`config.mk`:
```
export PLATFORM = sky130hd
export DESIGN_NAME = serial_mac_ctrl
export DESIGN_NICKNAME = d
export VERILOG_FILES = /design/src/rtl/serial_mac_ctrl.sv
export SDC_FILE = /design/constraint.sdc
export NUM_CORES = 1
export LEC_CHECK = 0
export ABC_AREA = 1
export BUFFER_PORTS_ARGS = -buffer_cell sky130_fd_sc_hd__buf_2
export CORE_ASPECT_RATIO = 0.5
export CORE_MARGIN = 2
export CORE_UTILIZATION = 58
export DETAILED_ROUTE_END_ITERATION = 8
export PLACE_DENSITY_LB_ADDON = 0.12
export SYNTH_ARGS = -nofsm -noshare
export SYNTH_HDL_FRONTEND = slang
export SYNTH_SLANG_ARGS = --single-unit
```
`constraint.sdc`:
```
create_clock -name clk -period 3.6 [get_ports clk]
set_input_delay 0.54 -clock clk [delete_from_list [all_inputs] [get_ports clk]]
set_output_delay 0.54 -clock clk [all_outputs]
set_load 0.05 [all_outputs]
```
`src/rtl/serial_mac_ctrl.sv`:
```
// ---------------------------------------------------------------------------
// serial_mac_ctrl
// Batch multiply-accumulate controller wrapped around an external serial
// multiplier. A batch of `len` operand pairs is pulled one at a time from an
// upstream valid/ready source. Each pair is handed to the multiplier, the
// product is added into a wide accumulator, and the total is published on
// `sum` with a single-cycle `sum_valid` pulse.
//
// Ports
//   clk          rising-edge clock
//   reset        asynchronous active-low reset
//   start, len   start a batch of len pairs (sampled only while idle)
//   a_in, b_in   upstream operand pair, qualified by in_valid
//   in_valid     upstream pair valid
//   in_ready     pair accepted this cycle (only while fetching)
//   multiplicant, multiplier  registered operands driven to the multiplier
//   mult_rst     active-high multiplier reset (also clears its done level)
//   mult_en      one-cycle start pulse to the multiplier
//   product      multiplier result, valid while done is high
//   done         multiplier done level, held until mult_rst
//   sum          batch total, held until the next batch completes
//   sum_valid    one-cycle pulse when sum is updated
//   busy         high whenever the controller is not idle
//   count        products accumulated in the current batch
// ---------------------------------------------------------------------------
module serial_mac_ctrl #(
    parameter int WIDTH = 4,
    parameter int CNT_W = 4,
    localparam int PW   = 2*WIDTH,
    localparam int AW   = PW + CNT_W
) (
    input  logic             clk,
    input  logic             reset,
    input  logic             start,
    input  logic [CNT_W-1:0] len,
    input  logic [WIDTH-1:0] a_in,
    input  logic [WIDTH-1:0] b_in,
    input  logic             in_valid,
    output logic             in_ready,
    output logic [WIDTH-1:0] multiplicant,
    output logic [WIDTH-1:0] multiplier,
    output logic             mult_rst,
    output logic             mult_en,
    input  logic [PW-1:0]    product,
    input  logic             done,
    output logic [AW-1:0]    sum,
    output logic             sum_valid,
    output logic             busy,
    output logic [CNT_W-1:0] count
);

    typedef enum logic [2:0] {IDLE, FETCH, ARM, LAUNCH, WAIT, FINISH} state_t;

    state_t           state;
    logic [CNT_W-1:0] len_q;
    logic [AW-1:0]    acc;
    logic [CNT_W-1:0] count_inc;

    assign count_inc = count + CNT_W'(1);

    // All outputs are registered: each transition loads the output values
    // belonging to the state being entered, so they line up with `state`.
    always_ff @(posedge clk or negedge reset) begin
        if (!reset) begin
            state        <= IDLE;
            len_q        <= '0;
            acc          <= '0;
            sum          <= '0;
            count        <= '0;
            multiplicant <= '0;
            multiplier   <= '0;
            sum_valid    <= 1'b0;
            mult_en      <= 1'b0;
            in_ready     <= 1'b0;
            busy         <= 1'b0;
            mult_rst     <= 1'b1;
        end else begin
            // Single-cycle pulses fall back to zero unless re-asserted below.
            sum_valid <= 1'b0;
            mult_en   <= 1'b0;
            case (state)
                IDLE: begin
                    if (start) begin
                        len_q <= len;
                        acc   <= '0;
                        count <= '0;
                        busy  <= 1'b1;
                        if (len != '0) begin
                            state    <= FETCH;
                            in_ready <= 1'b1;
                        end else begin
                            state    <= FINISH;
                        end
                    end
                end
                FETCH: begin
                    // mult_rst stays high here, which clears the previous done.
                    if (in_valid) begin
                        multiplicant <= a_in;
                        multiplier   <= b_in;
                        in_ready     <= 1'b0;
                        mult_rst     <= 1'b0;
                        state        <= ARM;
                    end
                end
                ARM: begin
                    // One quiet cycle with the multiplier out of reset before
                    // the enable pulse.
                    mult_en <= 1'b1;
                    state   <= LAUNCH;
                end
                LAUNCH: begin
                    state <= WAIT;
                end
                WAIT: begin
                    // No timeout: the multiplier latency is unbounded.
                    if (done) begin
                        acc      <= acc + AW'(product);
                        count    <= count_inc;
                        mult_rst <= 1'b1;
                        if (count_inc == len_q) begin
                            state    <= FINISH;
                        end else begin
                            state    <= FETCH;
                            in_ready <= 1'b1;
                        end
                    end
                end
                FINISH: begin
                    sum       <= acc;
                    sum_valid <= 1'b1;
                    busy      <= 1'b0;
                    state     <= IDLE;
                end
                default: begin
                    state    <= IDLE;
                    in_ready <= 1'b0;
                    busy     <= 1'b0;
                    mult_rst <= 1'b1;
                end
            endcase
        end
    end

endmodule

```
== Word-level counts from Yosys, hierarchy flattened ==
Cells that the tools add are included.

* Register bits after elaboration: 48
* Input port bits: 25
* Output and inout port bits: 29
* Word-level logic and storage cells: 65

* Add/subtract/negate cells: 2
* Eq/ne operators: 11
* Muxes and demuxes: 24
* Bitwise logic cells: 3
* Reductions and logical operators: 13

{| class="wikitable"
|+ Operators with widths
! operator !! count
|-
| $mux W12 || 2
|-
| $pmux W12 S2 || 1
|-
| $mux W3 || 5
|-
| $pmux W3 S5 || 1
|-
| $add A12 B8 Y12 || 1
|-
| $ne A2 B2 Y1 const B || 5
|-
| $mux W1 || 9
|-
| $reduce_and A3 Y1 || 3
|-
| $mux W4 || 2
|-
| $pmux W4 S2 || 1
|-
| $reduce_or A4 Y1 || 2
|-
| $eq A3 B2 Y1 const B || 2
|-
| $eq A3 B3 Y1 const B || 2
|-
| $reduce_and A2 Y1 || 3
|-
| $reduce_and A6 Y1 || 1
|-
| $add A4 B1 Y4 const B || 1
|-
| $eq A4 B4 Y1 || 1
|-
| $pmux W1 S4 || 1
|-
| $reduce_bool A4 Y1 || 1
|-
| $eq A3 B1 Y1 const B || 1
|-
| $logic_not A3 Y1 || 1
|-
| $not A1 Y1 || 3
|-
| $pmux W1 S3 || 1
|-
| $reduce_or A3 Y1 || 1
|-
| 2 further kinds || 2
|}

== Longest topological paths before layout ==
* Depth in word-level cells: 5
* Depth in mapped cells: 11
* Depth with buffers taken out: 11

== Least setup slack after synthesis ==
Ideal clock, no wire load.

* Path kind: input port to flip-flop
* Start point: in product[0]
* End point: reg acc[8]
* Library setup time: 0.119 ns
* Arrival: 1.659 ns
* Required time: 3.481 ns
* Slack: 1.822 ns
* Stages: 8
* Buffers on the path: 0
* Path through: ha_1 fa_1 nand3_1 nand2_1 nand2_1 nand3_1 a21oi_1 nor2_1

* Cells in the longest elaborated chain, start to end: 3

{| class="wikitable"
|+ Ends and longest elaborated chain
! what !! RTL line !! RTL
|-
| start, declared || 44 || <nowiki>input logic [PW-1:0] product,</nowiki>
|-
| $add A12 B8 Y12 || 118 || <nowiki>acc <= acc + AW'(product);</nowiki>
|-
| $mux W12 || 117 || <nowiki>if (done) begin</nowiki>
|-
| $pmux W12 S2 || 81 || <nowiki>case (state)</nowiki>
|-
| end signal, assigned || 118 ||
|-
| end, declared || 56 || <nowiki>logic [AW-1:0] acc;</nowiki>
|}

No other way between the ends. The select of a mux whose other input is x is not followed.
A chain may end at the register's enable or synchronous reset.

== Worst setup path after layout ==
* Start point: reg state[2]
* End point: reg acc[10]

* Cells in the longest elaborated chain, start to end: 3
* Elaborated cells on any way between the ends: 7
* Classes of those cells: eq/ne: 3; mux: 1; reduce/logical: 3

{| class="wikitable"
|+ Ends and longest elaborated chain
! what !! RTL line !! RTL
|-
| start, declared || 54 || <nowiki>state_t state;</nowiki>
|-
| start signal, assigned || 65 || <nowiki>state <= IDLE;</nowiki>
|-
| start signal, assigned || 89 || <nowiki>state <= FETCH;</nowiki>
|-
| start signal, assigned || 92 || <nowiki>state <= FINISH;</nowiki>
|-
| $eq A3 B3 Y1 / $logic_not A3 Y1 (equally long branches) || 81 ||
|-
| $ne A2 B2 Y1 (no source line) / $reduce_bool A2 Y1 (equally long branches) || -- ||
|-
| $reduce_and A3 Y1 (no source line) || -- ||
|}

Parallel ways exist; a longest one is shown, timed or not.

==> results.yml <==
run_status:
  status: "completed"
layout:
  final_nets: 381
  diodes: 0
  area_growth_syn_to_layout_pct: 15.86
  n_fill_cell: 334
  final_layout_size_suffix_gt1_share_pct: 25.94
sta:
  hold_violations: 0
  setup_viol: 0
  min_period_ns: 1.890
  fin_skew_ns: 0.005757
  tightest_slew_ns: 1.028
  timing.fmax_mhz: 529.0
  rsz0062_at_grt: "false"
  worst_slack_ns: 1.710
  slew_violations: 0
  fin_crit_sh_pct: 52.51
  fin_tns_setup_ns: 0
  slew_headroom_pct: 31.50
route:
  wl_per_cell_um: 12.69
  dr.pass1.iters: 4
  detail_route.iter0.violations: 90
  ant_nets: 0
  drt_wl_total_mm: 5.088
  dr_total_vias: 2079
  drt-vias-per-instance: 5.185
  drc: 0
clock_tree:
  cts_buffers: 5
  ctsLongestPathBuffers: 2
  cts_tree: "built"
  ctsResizeCount: 0
  h-tree-depth: 2
  cts_sinks: 48
  cts.clk_slew.worst_paths_ns: 0.09
  clockRootBuffer: "clkbuf_8"
  insertion_delay_ns: 0.31
  cts_setup_buffers: 0
  ctsHoldBuffers: 0
synth:
  yosys.area_share.simple_pct: 26.74
  synth-compound-area-share_pct: 10.27
  synth_adder_area_share_pct: 5.389
  muxShareOfSynthArea_pct: 1.068
  ys_types: 32
  synth_top_family_by_area: "simple AND/OR/NAND/NOR gates"
  synth.largest_area_cell: "dfrtp_1"
  avgSynthCellArea_um2: 8.457
  synth_warnings: 0
  yosysTopAreaCellShare_pct: 47.79
  synth_area_mm2: 0.002461
  synth_fp_nets: 326
  synth_xor_area_share_pct: 1.068
  syn_inst: 291
  ys_seq_area_share_pct: 48.86
  ys_seq_elements: 48
  synth_area_leaders: "dfrtp_1 (48%), nand2_1 (14%), inv_1 (4.7%)"
place:
  gp_congestion: 0.8146
  io_buffers: 53
  hpwl_mm: 3.703
  place_ws_ns: 1.558
floorplan:
  die_area_mm2: 0.004812
  initial_core_util_pct: 61.78
  die_h_um: 50.06
  ioPinCount: 54
  die_x_um: 96.12
  rows: 16
  fp.coreArea_mm2: 0.003984
setup_path:
  worst-endpoint-required_ns: 3.81
  crit_path_start_kind: "register"
  end_kind: "register"
  crit_arrival_ns: 2.10
  critical_path_class: "register to register"
  crit_fanout: 14
grt:
  grt_usage_pct: 23.94
  overflow: 0
  grt_max_degree: 49
  antenna_found_initial: 0
  first_global_vias: 2049
  grt_pass1_wl_mm: 8.852
power:
  power_leakage_uw: 0.001604
  finalPower_uw: 2496
  power_density_mw_per_mm2: 875.2
  ir_worst_vdd_mv: 0.5900
hold_path:
  hold_path_class: "input pin to asynchronous set/reset pin"
flow_run:
  drv_cap: 0
-- metal layers --
| metal | track usage, % | vias to the layer above | wire (um) |
|---|---|---|---|
| li1 | - | 1042 | - |
| met1 | 29.99 | 971 | 2332 |
| met2 | 40.51 | 60 | 2406 |
| met3 | 6.422 | 6 | 300 |
| met4 | 7.381 | 0 | 49 |
| met5 | 0 | - | 0 |
-- worst max-delay path: stages (launching register included) --
cell	delay [ns]
dfrtp_1	0.52
inv_2	0.17
nand3_2	0.28
nand2_2	0.35
nand3_2	0.12
inv_1	0.14
nand3_1	0.09
nand2_1	0.06
nor2_1	0.04
-- power breakdown --
part	internal (uW)	switching, uW
Clock	154	187
Combinational	358	922
Sequential	731	144
-- logic make-up (layout without fill, tap and decap cells) --
logic type                 count (synthesis)  count (layout)
and+or+nand+nor                          148             148
DFF                                       48              48
AOI/OAI and AO/OA                         41              41
buffers and inverters                     39              95
adders and majority gates                 10              10
xor gates and xnor gates                   3               3
muxes                                      2               2
-- Yosys cell counts --
library cell and instances:
nor2_1 23, nand3_1 13, o21ai_2 8, ha_1 9
nand2_2 6, xor2_1 1, o22ai_1 4, nand2_1 92
buf_4 4, a22o_1 1, nand3_2 3, a31oi_1 1
mux2_2 1, dfstp_2 1, inv_2 3, nand3_4 1
a21oi_1 14, nor2_2 2, o21bai_1 1, fa_1 1
mux2_4 1, nor3_1 1, nor4_1 1, buf_2 1
inv_1 31, xnor2_1 2, o21ai_0 10, nor2_4 3
nand4_1 3, a21o_1 1, a22oi_1 1, dfrtp_1 47
-- flip-flops by register name, summed over array words and instances (netlist names) --
register	count
count	4
mult_en	1
sum_valid	1
acc	12
busy	1
mult_rst	1
multiplicant	4
state	3
multiplier	4
len_q	4
sum	12
in_ready	1
-- layout by cell type (no fill, tap or decap), drive strengths merged, types with 2 or more instances in the layout --
cell / synthesis / routed
ha: 9 / 9
buf: 5 / 53
o22ai: 4 / 4
nand2: 98 / 98
nor2: 28 / 28
inv: 34 / 34
clkinv: 0 / 2
nand4: 3 / 3
xnor2: 2 / 2
nand3: 17 / 17
clkbuf: 0 / 6
mux2: 2 / 2
dfrtp: 47 / 47
a21oi: 14 / 14
o21ai: 18 / 18
-- per-stage QoR --
step                cells  area, um^2  hold WS [ns]  utilization [%]
detailed placement    393        2759        0.4589            69.25
global placement      393        2759        0.4490            69.25
global route          401        2851        0.4221            71.58
finish                401        2851        0.4007            71.58
floorplan             291        2461        0.2444                -
CTS                   401        2851        0.4190            71.58
-- worst paths after layout --
path                       depth (start not counted)       endpoint  slack (ns)  startpoint
setup / recovery                                   8        acc[10]        1.71    state[2]
hold / removal                                     1         sum[4]        0.40       reset
setup reg to reg                                   8        acc[10]        1.71    state[2]
hold reg to reg                                    2        sum[11]        0.47     sum[11]
max in group asynchronous                          1       in_ready        2.56       reset
min in group clk                                   3  multiplier[0]        0.42     b_in[0]
-- area by class of cell --
cell class / instances / area (um^2) / share of cell area, %
multi-input combinational: 204 / 1096 / 38.44
sequential: 48 / 1202 / 42.17
tap: 54 / 67.56 / 2.369
clock buffer: 6 / 82.58 / 2.896
timing repair buffer: 53 / 265.3 / 9.302
clock inverter: 2 / 10.01 / 0.3510
inverter: 34 / 127.6 / 4.476
Note: power is estimated with default switching activity, not from simulation.
